**src/rtl/character_plotter_pkg.sv**
```systemverilog
// Shared constants and types for the character position and plotter blocks.
// Screen geometry, character cell size, colours and the fixed column grid live here.
package character_plotter_pkg;

    typedef enum logic [1:0] {
        IDLE  = 2'd0,
        ERASE = 2'd1,
        DRAW  = 2'd2,
        DONE  = 2'd3
    } state_t;

    localparam int unsigned CHAR_W   = 5;
    localparam int unsigned CHAR_H   = 9;
    localparam int unsigned SCREEN_W = 160;
    localparam int unsigned SCREEN_H = 120;

    localparam int unsigned COL_BITS = $clog2(CHAR_W);
    localparam int unsigned ROW_BITS = $clog2(CHAR_H);

    localparam logic [2:0] CHAR_COLOUR = 3'b111;
    localparam logic [2:0] BG_COLOUR   = 3'b000;

    // Column grid shared with the position block so both agree on placement
    localparam int unsigned NUM_COLS = 9;
    localparam logic [7:0] COL_X [NUM_COLS] = '{
        8'd6, 8'd24, 8'd42, 8'd60, 8'd78, 8'd96, 8'd114, 8'd132, 8'd150
    };
    localparam logic [6:0] ROW_Y = 7'd7;

    function automatic logic [7:0] column_x(input logic [3:0] idx);
        logic [7:0] x;
        x = COL_X[0];
        for (int unsigned i = 0; i < NUM_COLS; i++) begin
            if (idx == 4'(i)) begin
                x = COL_X[i];
            end
        end
        return x;
    endfunction

endpackage

```
**src/rtl/character_plotter_rect_scanner.sv**
```systemverilog
// Row-major column/row scanner over a W x H rectangle.
// Exposes both the registered position and the value it takes on the next edge.
module rect_scanner
    import character_plotter_pkg::*;
#(
    parameter int unsigned W  = CHAR_W,
    parameter int unsigned H  = CHAR_H,
    parameter int unsigned CW = $clog2(W),
    parameter int unsigned RW = $clog2(H)
) (
    input  logic          Clock,
    input  logic          Reset,
    input  logic          Clear,
    input  logic          Enable,
    output logic [CW-1:0] Col,
    output logic [RW-1:0] Row,
    output logic [CW-1:0] ColNext,
    output logic [RW-1:0] RowNext,
    output logic          Last
);

    logic col_end;
    logic row_end;

    assign col_end = (Col == CW'(W - 1));
    assign row_end = (Row == RW'(H - 1));
    assign Last    = col_end && row_end;

    always_comb begin
        ColNext = Col;
        RowNext = Row;
        if (Clear) begin
            ColNext = '0;
            RowNext = '0;
        end else if (Enable) begin
            if (col_end) begin
                ColNext = '0;
                RowNext = row_end ? '0 : Row + RW'(1);
            end else begin
                ColNext = Col + CW'(1);
            end
        end
    end

    always_ff @(posedge Clock or negedge Reset) begin
        if (!Reset) begin
            Col <= '0;
            Row <= '0;
        end else begin
            Col <= ColNext;
            Row <= RowNext;
        end
    end

endmodule

```
**src/rtl/character_plotter.sv**
```systemverilog
// Erases the previous 5x9 character cell and draws the new one, one pixel per clock.
// Outputs are registered from next-state values so the first pixel follows the Go edge.
module character_plotter
    import character_plotter_pkg::*;
(
    input  logic       Clock,
    input  logic       Reset,
    input  logic [7:0] XIn,
    input  logic [6:0] YIn,
    input  logic       Go,
    output logic [7:0] XPlot,
    output logic [6:0] YPlot,
    output logic [2:0] Colour,
    output logic       Plot,
    output logic       Busy,
    output logic       Done
);

    state_t state;
    state_t state_next;

    logic [7:0] new_x;
    logic [7:0] new_x_next;
    logic [6:0] new_y;
    logic [6:0] new_y_next;
    logic [7:0] old_x;
    logic [6:0] old_y;
    logic       has_drawn;

    logic                scan_clear;
    logic                scan_en;
    logic [COL_BITS-1:0] col;
    logic [ROW_BITS-1:0] row;
    logic [COL_BITS-1:0] col_next;
    logic [ROW_BITS-1:0] row_next;
    logic                last_px;

    logic [7:0] base_x;
    logic [6:0] base_y;
    logic [8:0] x_sum;
    logic [7:0] y_sum;
    logic       phase_px;
    logic       plot_next;
    logic [7:0] xplot_next;
    logic [6:0] yplot_next;
    logic [2:0] colour_next;

    rect_scanner #(
        .W (CHAR_W),
        .H (CHAR_H)
    ) u_scanner (
        .Clock   (Clock),
        .Reset   (Reset),
        .Clear   (scan_clear),
        .Enable  (scan_en),
        .Col     (col),
        .Row     (row),
        .ColNext (col_next),
        .RowNext (row_next),
        .Last    (last_px)
    );

    always_comb begin
        state_next = state;
        new_x_next = new_x;
        new_y_next = new_y;
        scan_clear = 1'b0;
        scan_en    = 1'b0;
        unique case (state)
            IDLE: begin
                if (Go) begin
                    new_x_next = XIn;
                    new_y_next = YIn;
                    scan_clear = 1'b1;
                    if (has_drawn && ((XIn != old_x) || (YIn != old_y))) begin
                        state_next = ERASE;
                    end else begin
                        state_next = DRAW;
                    end
                end
            end
            ERASE: begin
                scan_en = 1'b1;
                if (last_px) begin
                    scan_clear = 1'b1;
                    state_next = DRAW;
                end
            end
            DRAW: begin
                scan_en = 1'b1;
                if (last_px) begin
                    state_next = DONE;
                end
            end
            DONE: begin
                state_next = IDLE;
            end
            default: begin
                state_next = IDLE;
            end
        endcase
    end

    // Pixel for the cycle after this edge, derived from where the FSM is going
    always_comb begin
        phase_px    = (state_next == ERASE) || (state_next == DRAW);
        base_x      = (state_next == ERASE) ? old_x : new_x_next;
        base_y      = (state_next == ERASE) ? old_y : new_y_next;
        x_sum       = {1'b0, base_x} + 9'(col_next);
        y_sum       = {1'b0, base_y} + 8'(row_next);
        plot_next   = phase_px && (x_sum < 9'(SCREEN_W)) && (y_sum < 8'(SCREEN_H));
        xplot_next  = phase_px ? x_sum[7:0] : '0;
        yplot_next  = phase_px ? y_sum[6:0] : '0;
        colour_next = '0;
        if (state_next == ERASE) begin
            colour_next = BG_COLOUR;
        end else if (state_next == DRAW) begin
            colour_next = CHAR_COLOUR;
        end
    end

    always_ff @(posedge Clock or negedge Reset) begin
        if (!Reset) begin
            state     <= IDLE;
            new_x     <= '0;
            new_y     <= '0;
            old_x     <= '0;
            old_y     <= '0;
            has_drawn <= 1'b0;
        end else begin
            state <= state_next;
            new_x <= new_x_next;
            new_y <= new_y_next;
            if ((state == DRAW) && last_px) begin
                old_x     <= new_x;
                old_y     <= new_y;
                has_drawn <= 1'b1;
            end
        end
    end

    always_ff @(posedge Clock or negedge Reset) begin
        if (!Reset) begin
            XPlot  <= '0;
            YPlot  <= '0;
            Colour <= '0;
            Plot   <= 1'b0;
            Busy   <= 1'b0;
            Done   <= 1'b0;
        end else begin
            XPlot  <= xplot_next;
            YPlot  <= yplot_next;
            Colour <= colour_next;
            Plot   <= plot_next;
            Busy   <= (state_next != IDLE);
            Done   <= (state_next == DONE);
        end
    end

endmodule
```
**config.mk**
```make
export PLATFORM = sky130hd
export DESIGN_NAME = character_plotter
export DESIGN_NICKNAME = d
export VERILOG_FILES = /design/src/rtl/character_plotter_pkg.sv /design/src/rtl/character_plotter_rect_scanner.sv /design/src/rtl/character_plotter.sv
export SDC_FILE = /design/constraint.sdc
export NUM_CORES = 1
export LEC_CHECK = 0
export BUFFER_PORTS_ARGS = -buffer_cell sky130_fd_sc_hd__clkbuf_2
export CORE_ASPECT_RATIO = 1.5
export CORE_UTILIZATION = 54
export CTS_BUF_LIST = sky130_fd_sc_hd__clkbuf_8
export DETAILED_ROUTE_END_ITERATION = 6
export PLACE_DENSITY = 0.78
export SYNTH_ARGS = -nofsm -noshare
export SYNTH_HDL_FRONTEND = slang
export SYNTH_SLANG_ARGS = --single-unit
```
**constraint.sdc**
```tcl
create_clock -name Clock -period 4.2 [get_ports Clock]
set_input_delay 0.21 -clock Clock [delete_from_list [all_inputs] [get_ports Clock]]
set_output_delay 0.21 -clock Clock [all_outputs]
set_load 0.05 [all_outputs]
```
# Word-level counts from Yosys, hierarchy flattened

Cells that the tools add are included.

Flip-flop bits (word level): 61
Input bits: 18
Word-level logic and storage cells: 66

$add $sub $neg: 4
$lt $le $gt $ge: 2
Equal/unequal tests: 10
Multiplexer cells: 26
Reductions and logical operators: 10

Operator list:

| cell                  | number |
|---|---|
| $mux W8               | 4 |
| $mux W7               | 4 |
| $mux W4               | 4 |
| $mux W3               | 5 |
| $add A8 B3 Y9         | 1 |
| $lt A9 B8 Y1 const B  | 1 |
| $add A7 B4 Y8         | 1 |
| $eq A2 B2 Y1 const B  | 4 |
| $lt A8 B7 Y1 const B  | 1 |
| $mux W2               | 4 |
| $ne A8 B8 Y1          | 1 |
| $pmux W2 S4           | 1 |
| $ne A7 B7 Y1          | 1 |
| $logic_and A1 B1 Y1   | 5 |
| $add A4 B1 Y4 const B | 1 |
| $eq A2 B1 Y1 const B  | 2 |
| $eq A4 B4 Y1 const B  | 1 |
| $add A3 B1 Y3 const B | 1 |
| $eq A3 B3 Y1 const B  | 1 |
| $mux W1               | 3 |
| $logic_not A2 Y1      | 1 |
| $logic_or A1 B1 Y1    | 2 |
| $pmux W1 S2           | 1 |
| $reduce_bool A2 Y1    | 1 |
| $reduce_or A2 Y1      | 1 |

# Longest topological paths before layout

Gate-level depths: netlist (run 1).

Depth in word-level cells: 12
Depth in mapped cells: 21

# Hierarchy

Synthesis (run 1) repeated with hierarchy kept, for this count alone.

Cell total of the unflattened synthesis: 282
Area total of the unflattened synthesis: 3,255.6 sq um

Modules (own cells, without submodules):

| module            | times used | cells each | area an instance (sq um) | sequential area each (sq um) |
|---|---|---|---|---|
| character_plotter | 1          | 236        | 2,827.7                  | 1,301.2 |
| rect_scanner      | 1          | 46         | 427.9                    | 175.2 |

# Least setup slack after synthesis (run 1)

Ideal clock, no wire load.

Path kind: register -> register
From: register u_scanner.Row[0]
To: register Plot
Library setup time: 0.120 ns
Data arrival time: 4.342 ns
Slack: -0.262 ns
Cell stages (with the launch flop): 21
Buffers on the path: 3
Cells stage by stage: dfrtp_1 inv_1 ha_1 and3b_1 and3_1 clkbuf_1 nor2b_1 o22a_1 nor2_1 a31oi_1 ha_1 buf_2 buf_2 mux2_2 ha_1 or2_2 a31oi_1 nor2_2 xor2_1 or4b_1 and4_1

Word-level cells in the longest chain between the ends: 10

Ends and longest elaborated chain:

| element                    | line                                                                         | text |
|---|---|---|
| from (decl)                | character_plotter_rect_scanner.sv:16                                         | `output logic [RW-1:0] Row,` |
| from (signal assigned)     | character_plotter_rect_scanner.sv:51                                         | `Row <= RowNext;` |
| $eq A4 B4 Y1 (*)           | character_plotter_rect_scanner.sv:26                                         | `assign row_end = (Row == RW'(H - 1));` |
| $logic_and A1 B1 Y1 (*)    | character_plotter_rect_scanner.sv:27                                         | `assign Last = col_end && row_end;` |
| $mux W2 (on tied branches) | character_plotter.sv:91, character_plotter.sv:84                             |  |
| $pmux W2 S4 (*)            | character_plotter.sv:69                                                      | `unique case (state)` |
| via state_next[0]          | character_plotter.sv:20                                                      | `state_t state_next;` |
| $eq A2 B1 Y1               | character_plotter.sv:106, character_plotter.sv:107, character_plotter.sv:108 |  |
| $mux W8                    | character_plotter.sv:107                                                     | `base_x = (state_next == ERASE) ? old_x : new_x_next;` |
| $add A8 B3 Y9              | character_plotter.sv:109                                                     | `x_sum = {1'b0, base_x} + 9'(col_next);` |
| $lt A9 B8 Y1               | character_plotter.sv:111                                                     | `plot_next = phase_px && (x_sum < 9'(SCREEN_W)) && (y_sum < 8'(SCREEN_H));` |
| $logic_and A1 B1 Y1        | character_plotter.sv:111                                                     |  |
| $logic_and A1 B1 Y1 (*)    | character_plotter.sv:111                                                     |  |
| via plot_next              | character_plotter.sv:43                                                      | `logic plot_next;` |
| to (signal assigned)       | character_plotter.sv:154                                                     | `Plot <= plot_next;` |
| to (decl)                  | character_plotter.sv:14                                                      | `output logic Plot,` |

Mark *: on every way through the listed nets, which the timed path passes. The rest lies on a longest branch.
A chain may end at the register's enable or synchronous reset.

# Final worst setup path (run 1)

From: register old_y[4]
To: register Plot

Word-level cells in the longest chain between the ends: 12

Ends and longest elaborated chain:

| element                 | line                                                                         | text |
|---|---|---|
| from (decl)             | character_plotter.sv:27                                                      | `logic [6:0] old_y;` |
| from (signal assigned)  | character_plotter.sv:136                                                     | `old_y <= new_y;` |
| $ne A7 B7 Y1            | character_plotter.sv:75                                                      | `if (has_drawn && ((XIn != old_x) \|\| (YIn != old_y))) begin` |
| $logic_or A1 B1 Y1      | character_plotter.sv:75                                                      |  |
| $logic_and A1 B1 Y1     | character_plotter.sv:75                                                      |  |
| $mux W2                 | character_plotter.sv:75                                                      |  |
| $mux W2                 | character_plotter.sv:71                                                      | `if (Go) begin` |
| $pmux W2 S4             | character_plotter.sv:69                                                      |  |
| $eq A2 B1 Y1            | character_plotter.sv:106, character_plotter.sv:107, character_plotter.sv:108 |  |
| $mux W8                 | character_plotter.sv:107                                                     |  |
| $add A8 B3 Y9           | character_plotter.sv:109                                                     |  |
| $lt A9 B8 Y1            | character_plotter.sv:111                                                     |  |
| $logic_and A1 B1 Y1     | character_plotter.sv:111                                                     |  |
| $logic_and A1 B1 Y1 (*) | character_plotter.sv:111                                                     |  |
| via plot_next           | character_plotter.sv:43                                                      |  |

Marks and branches as above.

==> run_summary.xml, run 1 <==
<?xml version="1.0" encoding="UTF-8"?>
<metrics>
  <group name="run_status">
    <metric name="status" unit="">complete, no violations</metric>
  </group>
  <group name="die">
    <metric name="start_util" unit="">0.570</metric>
    <metric name="design.portCount" unit="">39</metric>
    <metric name="fp.dieW" unit="um">64.4</metric>
    <metric name="num_rows" unit="">33</metric>
    <metric name="die_area" unit="mm2">0.00615</metric>
    <metric name="die_h" unit="um">95.6</metric>
    <metric name="core" unit="mm2">0.00553</metric>
  </group>
  <group name="detailed_routing">
    <metric name="post_drt_wl_per_cell" unit="um">15.7</metric>
    <metric name="vias" unit="">2116</metric>
    <metric name="firstDrtPassIters" unit="">4</metric>
    <metric name="first_iteration_detailed_routing_drc_count" unit="">88</metric>
    <metric name="final_antenna_net_count" unit="">0</metric>
    <metric name="post_drt_via_cell_ratio" unit="">5.40</metric>
    <metric name="drt_total_wl" unit="mm">6.15</metric>
    <metric name="drt_drc_violations_left" unit="">0</metric>
  </group>
  <group name="worst_setup_path">
    <metric name="crit_path_frequent_cell" unit="">xor2_1</metric>
    <metric name="reg2reg_from" unit="">old_y[4]$_DFFE_PN0P_</metric>
    <metric name="crit_path_cell_trace" unit="">xor2_1, nor4_1, nand4_1, o311ai_2, o21ai_1, a22o_1, ha_4, mux2_4, ha_1, a211o_1, a31oi_4, nor2_2, xor2_1, or4b_1, and4_1</metric>
    <metric name="crit_type" unit="">register to register</metric>
    <metric name="reg2regPathDepth" unit="">15</metric>
    <metric name="setup.worst_path.start_class" unit="">register</metric>
    <metric name="worst_setup_path_startpoint" unit="">old_y[4]$_DFFE_PN0P_</metric>
    <metric name="critical_path.max_fanout" unit="">4</metric>
    <metric name="critPathCaptureType" unit="">register</metric>
    <metric name="crit_family" unit="">compound AO/OA/AOI/OAI gates</metric>
    <metric name="cpPeakStageDelay" unit="ns">0.49</metric>
    <metric name="critical_path_arrival" unit="ns">4.29</metric>
    <metric name="critPathRequiredTime" unit="ns">4.42</metric>
    <metric name="timing.critical_path.to" unit="">Plot$_DFF_PN0_</metric>
    <metric name="worst-r2r-setup-slack" unit="ns">0.13</metric>
    <metric name="path_buf_inv" unit="">0</metric>
    <metric name="number_of_cells_on_the_critical_path" unit="">15</metric>
    <metric name="reg2reg_to" unit="">Plot$_DFF_PN0_</metric>
    <metric name="timing.critical_path.slowest_stage_cell" unit="">or4b_1</metric>
  </group>
  <group name="global_route">
    <metric name="maximum_number_of_pins_on_one_net_before_global_route_repair" unit="">60</metric>
    <metric name="grt_use_total" unit="">0.230</metric>
    <metric name="number_of_global_route_vias_before_repair" unit="">2260</metric>
    <metric name="overflow" unit="">0</metric>
    <metric name="wire_length_of_the_first_global_routing_pass" unit="mm">10.4</metric>
    <metric name="grt_antenna_before_repair" unit="">0</metric>
  </group>
  <group name="final_layout">
    <metric name="final_net_count" unit="">355</metric>
    <metric name="highest_count_cells_in_the_layout_ignoring_fill_and_taps" unit="">59 x dfrtp_1, 38 x clkbuf_2, 37 x mux2_2</metric>
    <metric name="diodes" unit="">0</metric>
    <metric name="fillCellCount" unit="">452</metric>
    <metric name="area_growth" unit="%">17.5</metric>
    <metric name="layout-drive-gt1-share" unit="">0.357</metric>
    <metric name="utilization" unit="">0.669</metric>
    <metric name="most_frequent_standard_cell_in_the_layout_excluding_fill_and_tap_cells" unit="">dfrtp_1</metric>
  </group>
  <group name="sta">
    <metric name="max_slew.worst_pin.slew" unit="ns">0.740</metric>
    <metric name="fin_worst_skew" unit="ns">0.00836</metric>
    <metric name="final_hold_viol_count" unit="">0</metric>
    <metric name="timing.fmax" unit="MHz">246</metric>
    <metric name="final-max-slew-violation-count" unit="">0</metric>
    <metric name="timing.final.crit_period" unit="ns">4.07</metric>
    <metric name="setup-violations-final" unit="">0</metric>
    <metric name="min_period_over_period" unit="">0.969</metric>
    <metric name="maxSlewHeadroom" unit="">0.506</metric>
    <metric name="worst_hold_slack" unit="ns">0.0218</metric>
  </group>
  <group name="job">
    <metric name="cap_viol_max_count" unit="">0</metric>
  </group>
  <group name="clock_tree">
    <metric name="clock_tree.buffer_depth" unit="">2</metric>
    <metric name="ctsHtreeMaxLevel" unit="">3</metric>
    <metric name="clk-insertion-delay-late" unit="ns">0.33</metric>
    <metric name="cts_hold_buf" unit="">0</metric>
    <metric name="cts_root_buf" unit="">clkbuf_8</metric>
    <metric name="path_clk_slew" unit="ns">0.06</metric>
    <metric name="cts_sinks" unit="">59</metric>
    <metric name="cts_buffers" unit="">9</metric>
    <metric name="cts_tree" unit="">yes</metric>
  </group>
  <group name="pwr">
    <metric name="leakage" unit="nW">1.82</metric>
    <metric name="maximum_resistive_drop_on_vdd" unit="mV">0.435</metric>
    <metric name="power_per_cell_area" unit="mW/mm2">866</metric>
  </group>
  <group name="synth">
    <metric name="synth_seq_cells" unit="">59</metric>
    <metric name="synth_cell_type_count" unit="">43</metric>
    <metric name="synth_area" unit="mm2">0.00315</metric>
    <metric name="yosysSeqAreaShare" unit="">0.468</metric>
    <metric name="synth_edf_count" unit="">0</metric>
    <metric name="syn_nets" unit="">305</metric>
    <metric name="ys_warn_count" unit="">0</metric>
    <metric name="post_synth.cell_area_avg" unit="um2">11.8</metric>
    <metric name="synthFlopType" unit="">dfrtp_1</metric>
    <metric name="async_flop_share" unit="">1.00</metric>
    <metric name="post_synth_inst_count" unit="">267</metric>
  </group>
  <group name="placed_design">
    <metric name="gp_congestion" unit="">0.837</metric>
    <metric name="detailed_place_hpwl" unit="mm">4.47</metric>
    <metric name="placement.io_buffers" unit="">38</metric>
  </group>
  <group name="min_path">
    <metric name="hp-class" unit="">primary input to asynchronous set/reset pin</metric>
  </group>
</metrics>
## cells by family (layout without fill, tap and decap cells)
| kind of cell | Yosys count | in the layout | synth area share |
|---|---|---|---|
| simple gates | 66 | 66 | 0.111 |
| flops | 59 | 59 | 0.468 |
| mux | 44 | 44 | 0.155 |
| xor+xnor | 29 | 29 | 0.0806 |
| compound gates | 27 | 27 | 0.0667 |
| buf+inv | 22 | 77 | 0.0345 |
| fa+ha+maj | 20 | 20 | 0.0842 |
## flip-flops by register name (all words and copies together) (netlist names)
name	cells
old_y	7
old_x	8
Busy	1
new_x	8
u_scanner.Col	3
XPlot	8
Plot	1
YPlot	7
has_drawn	1
state	2
Done	1
new_y	7
u_scanner.Row	4
Colour	1
## cell usage after synthesis, types with 5 or more instances
library cell / count / area (um2)
nor2_1: 20 / 75.1
ha_1: 18 / 225
clkbuf_1: 5 / 18.8
nor2b_1: 8 / 50.1
mux2_2: 38 / 428
xor2_1: 11 / 96.3
nand2_1: 9 / 33.8
a21oi_1: 5 / 25.0
mux2i_1: 6 / 60.1
inv_1: 10 / 37.5
xnor2_1: 18 / 158
nor3_1: 8 / 40.0
dfrtp_1: 59 / 1480
## power by group
group	total, W	switching (W)	internal, W
registers	0.000847	0.0000820	0.000765
logic	0.00187	0.00112	0.000746
clock network	0.000489	0.000208	0.000281
total	0.00320	0.00141	0.00179
## worst min-delay path by stage
stage,depth (start not counted),end,start,slack [ns]
2_1_floorplan,0,Busy$_DFF_PN0_,Reset,-0.09
3_3_place_gp,2,old_x[1]$_DFFE_PN0P_,Reset,0.39
3_5_place_dp,2,new_x[0]$_DFF_PN0_,Reset,0.41
4_1_cts,2,new_x[0]$_DFF_PN0_,Reset,0.04
5_1_grt,2,new_x[0]$_DFF_PN0_,Reset,0.09
6_report,2,new_x[0]$_DFF_PN0_,Reset,0.02
## repair_timing
action / 4_1_cts / 5_1_grt
gates cloned: 0 / 0
resized for setup: 0 / 8
pin swaps: 1 / 7
buffers inserted: 2 / 6
endpoints found under the setup margin: 1 / 2
## final cells by class
| cell class | instances | area [um2] | area share |
|---|---|---|---|
| multi-input cells | 186 | 1630 | 0.439 |
| flip-flops and latches | 59 | 1480 | 0.399 |
| repair buffers | 51 | 288 | 0.0777 |
| clock buffers | 10 | 138 | 0.0372 |
| well taps | 70 | 87.6 | 0.0237 |
| clock inverters | 6 | 50.0 | 0.0135 |
| inverters | 10 | 37.5 | 0.0101 |
## metal layers
layer | share of wire | global-route usage | vias up
met3 | 0.037 | 0.0586 | 13
met2 | 0.51 | 0.384 | 46
met5 | 0 | 0 | -
met1 | 0.42 | 0.274 | 1032
met4 | 0.028 | 0.115 | 0
li1 | - | - | 1025
## stage by stage
stage / setup TNS [ns] / cell area, um2 / setup WS, ns / power [W] / std cells
final: 0 / 3700 / 0.132 / 0.00320 / 392
after global routing: -0.0102 / 3700 / -0.0102 / 0.00344 / 392
after CTS: 0 / 3620 / 0.0509 / 0.00314 / 386
after detailed placement: -0.00713 / 3420 / -0.00713 / 0.00263 / 368
after global placement: 0 / 3420 / 0.0834 / 0.00258 / 368
after floorplan: 0 / 3200 / 0.0138 / 0.00226 / 267
(Power assumes the default switching activity.)
==> inputs of run 2 (changes only) <==
Settings changed: CORE_ASPECT_RATIO 1.5 to default, CORE_MARGIN from default to 2, CORE_UTILIZATION 54 to 45, PLACE_DENSITY 0.78 to 0.67.
==> run_summary.xml, run 2 (same netlist as run 1, synthesis figures left out) <==
<?xml version="1.0" encoding="UTF-8"?>
<metrics>
  <group name="placed_design">
    <metric name="post-place-ws" unit="ns">-0.0356</metric>
    <metric name="placed_cell_area" unit="mm2">0.00347</metric>
    <metric name="gp_congestion" unit="">0.828</metric>
    <metric name="detailed_place_hpwl" unit="mm">4.62</metric>
    <metric name="placement.io_buffers" unit="">38</metric>
  </group>
  <group name="global_route">
    <metric name="grt_use_total" unit="">0.184</metric>
    <metric name="wire_length_of_the_first_global_routing_pass" unit="mm">10.4</metric>
    <metric name="number_of_global_route_vias_before_repair" unit="">2112</metric>
    <metric name="maximum_number_of_pins_on_one_net_before_global_route_repair" unit="">60</metric>
    <metric name="grt_antenna_before_repair" unit="">0</metric>
    <metric name="overflow" unit="">0</metric>
  </group>
  <group name="sta">
    <metric name="min_period_over_period" unit="">0.951</metric>
    <metric name="final-max-slew-violation-count" unit="">0</metric>
    <metric name="maxSlewHeadroom" unit="">0.494</metric>
    <metric name="final_hold_viol_count" unit="">0</metric>
    <metric name="fin_setup_tns" unit="ns">0</metric>
    <metric name="fin_worst_skew" unit="ns">0.00740</metric>
    <metric name="setup-violations-final" unit="">0</metric>
    <metric name="timing.final.crit_period" unit="ns">4.00</metric>
    <metric name="worst_hold_slack" unit="ns">0.0113</metric>
    <metric name="timing.fmax" unit="MHz">250</metric>
    <metric name="max_slew.worst_pin.slew" unit="ns">0.757</metric>
    <metric name="fin_ws" unit="ns">0.204</metric>
  </group>
  <group name="final_layout">
    <metric name="utilization" unit="">0.572</metric>
    <metric name="final_net_count" unit="">358</metric>
    <metric name="diodes" unit="">0</metric>
    <metric name="final_design_area_no_fill" unit="mm2">0.00388</metric>
    <metric name="layout-drive-gt1-share" unit="">0.391</metric>
    <metric name="reg_top3" unit="">XPlot: 8 flops, new_x: 8 flops, old_x: 8 flops</metric>
    <metric name="area_growth" unit="%">23.3</metric>
    <metric name="most_frequent_standard_cell_in_the_layout_excluding_fill_and_tap_cells" unit="">dfrtp_1</metric>
    <metric name="highest_count_cells_in_the_layout_ignoring_fill_and_taps" unit="">59 x dfrtp_1, 38 x clkbuf_2, 37 x mux2_2</metric>
    <metric name="fillCellCount" unit="">583</metric>
  </group>
  <group name="die">
    <metric name="start_util" unit="">0.464</metric>
    <metric name="core" unit="mm2">0.00679</metric>
    <metric name="fp.dieW" unit="um">87.7</metric>
    <metric name="num_rows" unit="">30</metric>
    <metric name="design.portCount" unit="">39</metric>
    <metric name="die_h" unit="um">87.7</metric>
    <metric name="die_area" unit="mm2">0.00769</metric>
  </group>
  <group name="pwr">
    <metric name="maximum_resistive_drop_on_vdd" unit="mV">0.384</metric>
    <metric name="leakage" unit="nW">1.86</metric>
    <metric name="power_per_cell_area" unit="mW/mm2">880</metric>
  </group>
  <group name="clock_tree">
    <metric name="clk-insertion-delay-late" unit="ns">0.34</metric>
    <metric name="path_clk_slew" unit="ns">0.06</metric>
    <metric name="cts_buffers" unit="">9</metric>
    <metric name="clock_tree.buffer_depth" unit="">2</metric>
    <metric name="cts_tree" unit="">yes</metric>
    <metric name="cts_sinks" unit="">59</metric>
    <metric name="ctsHtreeMaxLevel" unit="">3</metric>
    <metric name="cts_hold_buf" unit="">0</metric>
    <metric name="cts_root_buf" unit="">clkbuf_8</metric>
  </group>
  <group name="detailed_routing">
    <metric name="drt_drc_violations_left" unit="">0</metric>
    <metric name="drt_total_wl" unit="mm">6.41</metric>
    <metric name="vias" unit="">2102</metric>
    <metric name="post_drt_via_cell_ratio" unit="">4.99</metric>
    <metric name="detailroute.wirelength.met2" unit="mm">3.00</metric>
    <metric name="first_iteration_detailed_routing_drc_count" unit="">72</metric>
    <metric name="wl_met3" unit="um">200</metric>
    <metric name="dr.max_layer_used" unit="">met4</metric>
    <metric name="firstDrtPassIters" unit="">4</metric>
    <metric name="final_antenna_net_count" unit="">0</metric>
    <metric name="post_drt_wl_per_cell" unit="um">15.2</metric>
    <metric name="wl_met1" unit="mm">3.09</metric>
  </group>
  <group name="worst_setup_path">
    <metric name="crit_type" unit="">register to register</metric>
    <metric name="critical_path.max_fanout" unit="">5</metric>
    <metric name="reg2regPathDepth" unit="">17</metric>
    <metric name="setup.worst_path.start_class" unit="">register</metric>
    <metric name="critPathRequiredTime" unit="ns">4.43</metric>
    <metric name="critical_path_arrival" unit="ns">4.23</metric>
    <metric name="critPathCaptureType" unit="">register</metric>
  </group>
  <group name="run_status">
    <metric name="status" unit="">complete, no violations</metric>
  </group>
  <group name="job">
    <metric name="cap_viol_max_count" unit="">0</metric>
  </group>
  <group name="min_path">
    <metric name="hp-class" unit="">primary input to asynchronous set/reset pin</metric>
  </group>
</metrics>
## run 2: layout make-up
class                      instances  area [um2]  share of cell area
clock inverter                     4        95.1              0.0245
tap                               96         120              0.0309
timing repair buffer              54         310              0.0799
inverter                          10        37.5             0.00966
multi-input combinational        186        1680               0.433
clock buffer                      12         165              0.0425
sequential                        59        1480               0.380
## run 2: repair_timing
item                       CTS  global route
gates resized for setup      1            12
pin swaps                    0            11
setup buffers                0             9
setup endpoints to repair    1             2
## run 2: path summary, 6_finish.rpt
kind | from | end | slack [ns]
worst max-delay path | old_y[4]$_DFFE_PN0P_ | Plot$_DFF_PN0_ | 0.20
worst min-delay path | Reset | XPlot[6]$_DFF_PN0_ | 0.01
worst max register to register | old_y[4]$_DFFE_PN0P_ | Plot$_DFF_PN0_ | 0.20
worst min register to register | new_x[1]$_DFF_PN0_ | old_x[1]$_DFFE_PN0P_ | 0.50
max in group asynchronous | Reset | new_x[1]$_DFF_PN0_ | 3.71
min in group Clock | YIn[6] | new_y[6]$_DFF_PN0_ | 0.15
## run 2: per-layer routing
layer	vias up	global-route usage
met5	-	0
li1	1037	-
met4	0	0.0811
met3	12	0.0452
met2	30	0.284
met1	1023	0.247
## run 2: power by group
part           leakage [nW]  total, W  switching [W]  internal, W
clock                 0.133  0.000658       0.000217     0.000442
combinational         0.966   0.00191        0.00114     0.000772
sequential            0.760  0.000850      0.0000848     0.000765
## run 2: worst max-delay path, cell delays in order, from the launching register on
cell	delay (ns)
dfrtp_1	0.39
xor2_1	0.16
nor4_2	0.28
nand4_1	0.17
o311ai_4	0.34
o21ai_1	0.14
a22o_1	0.25
ha_4	0.20
buf_4	0.14
buf_4	0.15
mux2_2	0.30
ha_1	0.36
nand3_1	0.14
a22oi_1	0.25
o31ai_2	0.16
and3b_1	0.23
o21ai_0	0.07
and4_1	0.19
## run 2: through the flow
step,power (W),cells
after floorplan,0.00226,267
after global placement,0.00261,396
after detailed placement,0.00264,396
after CTS,0.00333,412
after global routing,0.00366,421
final,0.00342,421
==> inputs of run 3 (changes only) <==
Settings changed: ABC_AREA from default to 1, CORE_UTILIZATION 45 to 50, PLACE_DENSITY 0.67 to 0.73.
Clock period 4.2 ns to 3.65 ns, I/O delays scaled along.
==> run_summary.xml, run 3 <==
<?xml version="1.0" encoding="UTF-8"?>
<metrics>
  <group name="sta">
    <metric name="maxSlewHeadroom" unit="">0.399</metric>
    <metric name="final_hold_viol_count" unit="">0</metric>
    <metric name="max_slew.worst_pin.slew" unit="ns">0.899</metric>
    <metric name="setup-violations-final" unit="">0</metric>
    <metric name="final-max-slew-violation-count" unit="">0</metric>
    <metric name="min_period_over_period" unit="">0.910</metric>
    <metric name="timing.fmax" unit="MHz">301</metric>
    <metric name="timing.final.crit_period" unit="ns">3.32</metric>
    <metric name="fin_worst_skew" unit="ns">0.0100</metric>
  </group>
  <group name="detailed_routing">
    <metric name="drt_total_wl" unit="mm">6.70</metric>
    <metric name="firstDrtPassIters" unit="">4</metric>
    <metric name="drt_drc_violations_left" unit="">0</metric>
    <metric name="post_drt_via_cell_ratio" unit="">4.93</metric>
    <metric name="final_antenna_net_count" unit="">0</metric>
    <metric name="post_drt_wl_per_cell" unit="um">12.8</metric>
    <metric name="first_iteration_detailed_routing_drc_count" unit="">109</metric>
    <metric name="vias" unit="">2577</metric>
  </group>
  <group name="die">
    <metric name="die_h" unit="um">85.1</metric>
    <metric name="fp.dieW" unit="um">85.1</metric>
    <metric name="num_rows" unit="">29</metric>
    <metric name="die_area" unit="mm2">0.00725</metric>
    <metric name="design.portCount" unit="">39</metric>
    <metric name="start_util" unit="">0.518</metric>
    <metric name="core" unit="mm2">0.00635</metric>
  </group>
  <group name="final_layout">
    <metric name="area_growth" unit="%">15.2</metric>
    <metric name="fillCellCount" unit="">522</metric>
    <metric name="multi_input_area" unit="mm2">0.00156</metric>
    <metric name="most_frequent_standard_cell_in_the_layout_excluding_fill_and_tap_cells" unit="">nand2_1</metric>
    <metric name="final_net_count" unit="">479</metric>
    <metric name="utilization" unit="">0.597</metric>
    <metric name="diodes" unit="">0</metric>
    <metric name="reg_top3" unit="">XPlot: 8 flops, new_x: 8 flops, old_x: 8 flops</metric>
    <metric name="highest_count_cells_in_the_layout_ignoring_fill_and_taps" unit="">101 x nand2_1, 59 x dfrtp_1, 50 x inv_1</metric>
    <metric name="seq_area" unit="mm2">0.00148</metric>
    <metric name="layout-drive-gt1-share" unit="">0.202</metric>
  </group>
  <group name="global_route">
    <metric name="grt_use_total" unit="">0.204</metric>
    <metric name="grt_antenna_before_repair" unit="">0</metric>
    <metric name="number_of_global_route_vias_before_repair" unit="">2396</metric>
    <metric name="maximum_number_of_pins_on_one_net_before_global_route_repair" unit="">37</metric>
    <metric name="overflow" unit="">0</metric>
    <metric name="wire_length_of_the_first_global_routing_pass" unit="mm">11.3</metric>
  </group>
  <group name="synth">
    <metric name="synth_top_area_share" unit="">0.449</metric>
    <metric name="yosysSeqAreaShare" unit="">0.449</metric>
    <metric name="post_synth.cell_area_avg" unit="um2">8.33</metric>
    <metric name="post_synth_inst_count" unit="">395</metric>
    <metric name="syn_nets" unit="">433</metric>
    <metric name="largest_family_of_logic_cells_by_synthesized_area" unit="">simple AND/OR/NAND/NOR gates</metric>
    <metric name="async_flop_share" unit="">1.00</metric>
    <metric name="muxShareOfSynthArea" unit="">0.0103</metric>
    <metric name="post_synth_and_or_nand_nor_area_fraction" unit="">0.243</metric>
    <metric name="post-synth-top-count-cell" unit="">nand2_1</metric>
    <metric name="synth-adder-area-share" unit="">0.0806</metric>
    <metric name="ys_warn_count" unit="">0</metric>
    <metric name="synth_seq_cells" unit="">59</metric>
    <metric name="yosys.area_share.xor_xnor" unit="">0.0426</metric>
    <metric name="synthFlopType" unit="">dfrtp_1</metric>
    <metric name="most_common_library_cells_after_synthesis" unit="">103 x nand2_1, 59 x dfrtp_1, 50 x inv_1, 33 x nor2_1, 26 x o21ai_0</metric>
    <metric name="synth.area.top_cells" unit="">dfrtp_1 45%, nand2_1 12%, ha_1 6.8%</metric>
    <metric name="synth_area" unit="mm2">0.00329</metric>
    <metric name="synth_edf_count" unit="">0</metric>
    <metric name="synth_largest_area_cell" unit="">dfrtp_1</metric>
    <metric name="synth_compound_area_frac" unit="">0.0890</metric>
    <metric name="synth_cell_type_count" unit="">36</metric>
  </group>
  <group name="min_path">
    <metric name="hp-class" unit="">primary input to register</metric>
  </group>
  <group name="run_status">
    <metric name="status" unit="">complete, no violations</metric>
  </group>
  <group name="worst_setup_path">
    <metric name="cpPeakStageDelay" unit="ns">0.41</metric>
    <metric name="critPathCaptureType" unit="">register</metric>
    <metric name="crit_type" unit="">register to register</metric>
    <metric name="setup.worst_path.start_class" unit="">register</metric>
    <metric name="crit_path_frequent_cell" unit="">nand2_1</metric>
    <metric name="worst-r2r-setup-slack" unit="ns">0.33</metric>
    <metric name="critPathRequiredTime" unit="ns">3.88</metric>
    <metric name="critical_path.max_fanout" unit="">10</metric>
    <metric name="critical_path_arrival" unit="ns">3.56</metric>
    <metric name="timing.critical_path.slowest_stage_cell" unit="">dfrtp_1</metric>
  </group>
  <group name="pwr">
    <metric name="finalPower" unit="W">0.00127</metric>
    <metric name="power_per_cell_area" unit="mW/mm2">336</metric>
    <metric name="maximum_resistive_drop_on_vdd" unit="mV">0.261</metric>
    <metric name="leakage" unit="nW">2.03</metric>
  </group>
  <group name="job">
    <metric name="cap_viol_max_count" unit="">0</metric>
  </group>
  <group name="clock_tree">
    <metric name="cts_buffers" unit="">9</metric>
    <metric name="clock_tree.buffer_depth" unit="">2</metric>
    <metric name="cts_root_buf" unit="">clkbuf_8</metric>
    <metric name="cts_tree" unit="">yes</metric>
    <metric name="clk-insertion-delay-late" unit="ns">0.34</metric>
    <metric name="path_clk_slew" unit="ns">0.07</metric>
    <metric name="ctsHtreeMaxLevel" unit="">3</metric>
    <metric name="cts_sinks" unit="">59</metric>
  </group>
  <group name="placed_design">
    <metric name="placement.io_buffers" unit="">38</metric>
    <metric name="gp_congestion" unit="">0.831</metric>
    <metric name="detailed_place_hpwl" unit="mm">4.93</metric>
  </group>
</metrics>
-- run 3: changes by cell type after synthesis, sizes merged, moves of 23 or more --
cell | before | now
inv | 10 | 52
o21ai | 4 | 27
nand2 | 10 | 110
nand3 | 1 | 25
mux2 | 38 | 3
-- run 3: final timing paths --
kind,from,to,cells after the start
worst max-delay path,u_scanner.Row[1]$_DFF_PN0_,Plot$_DFF_PN0_,25
worst min-delay path,XIn[7],new_x[7]$_DFF_PN0_,3
worst max register to register,u_scanner.Row[1]$_DFF_PN0_,Plot$_DFF_PN0_,25
worst min register to register,has_drawn$_DFFE_PN0P_,has_drawn$_DFFE_PN0P_,2
max in group asynchronous,Reset,old_y[6]$_DFFE_PN0P_,3
min in group asynchronous,Reset,YPlot[1]$_DFF_PN0_,2
-- run 3: where the power goes --
group          switching [W]  internal, W
sequential                 0     0.000654
combinational      0.0000258    0.0000138
clock               0.000254     0.000327
total               0.000280     0.000995
-- run 3: cells by family after synthesis --
group                      count (synthesis)
muxes                                      3
AOI/OAI and AO/OA                         52
DFF                                       59
xor gates and xnor gates                  16
buffers and inverters                     64
adders and majority gates                 20
and+or+nand+nor                          181
-- run 3: cell type report --
cell class                      count  share of cell area
Multi-Input combinational cell    272               0.412
Tap cell                           77              0.0254
Clock buffer                       10              0.0363
Clock inverter                      6              0.0148
Timing Repair Buffer               47              0.0706
Inverter                           52              0.0515
Sequential cell                    59               0.389
-- run 3: layer usage --
metal,routed length (um),global-route usage,vias to the layer above
li1,-,-,1336
met2,3020,0.303,46
met4,119,0.0851,0
met1,3330,0.288,1185
met3,229,0.0477,10
met5,0,0,-
-- run 3: repair_timing --
action / in CTS / in global routing
hold endpoints to repair: 35 / 0
setup buffers: 0 / 3
resized for setup: 0 / 12
endpoints found under the setup margin: 0 / 4
hold buffers: 1 / 0
-- run 3: through the flow --
step,TNS (ns),worst slack (ns),area (um2),hold slack (ns),cells
2_1_floorplan,0,0.265,3290,-0.113,395
3_3_place_gp,0,0.340,3530,0.340,503
3_5_place_dp,0,0.222,3530,0.339,503
4_1_cts,0,0.214,3730,0.0843,520
5_1_grt,-0.0248,-0.0248,3790,0.129,523
6_report,0,0.328,3790,0.109,523
-- run 3: worst max-delay path, delay by kind of cell (launching register included) --
family,cells,cell delay [ns]
compound gates,3,0.39
fa+ha+maj,4,0.87
buf+inv,5,0.46
flops,1,0.41
simple gates,13,1.09
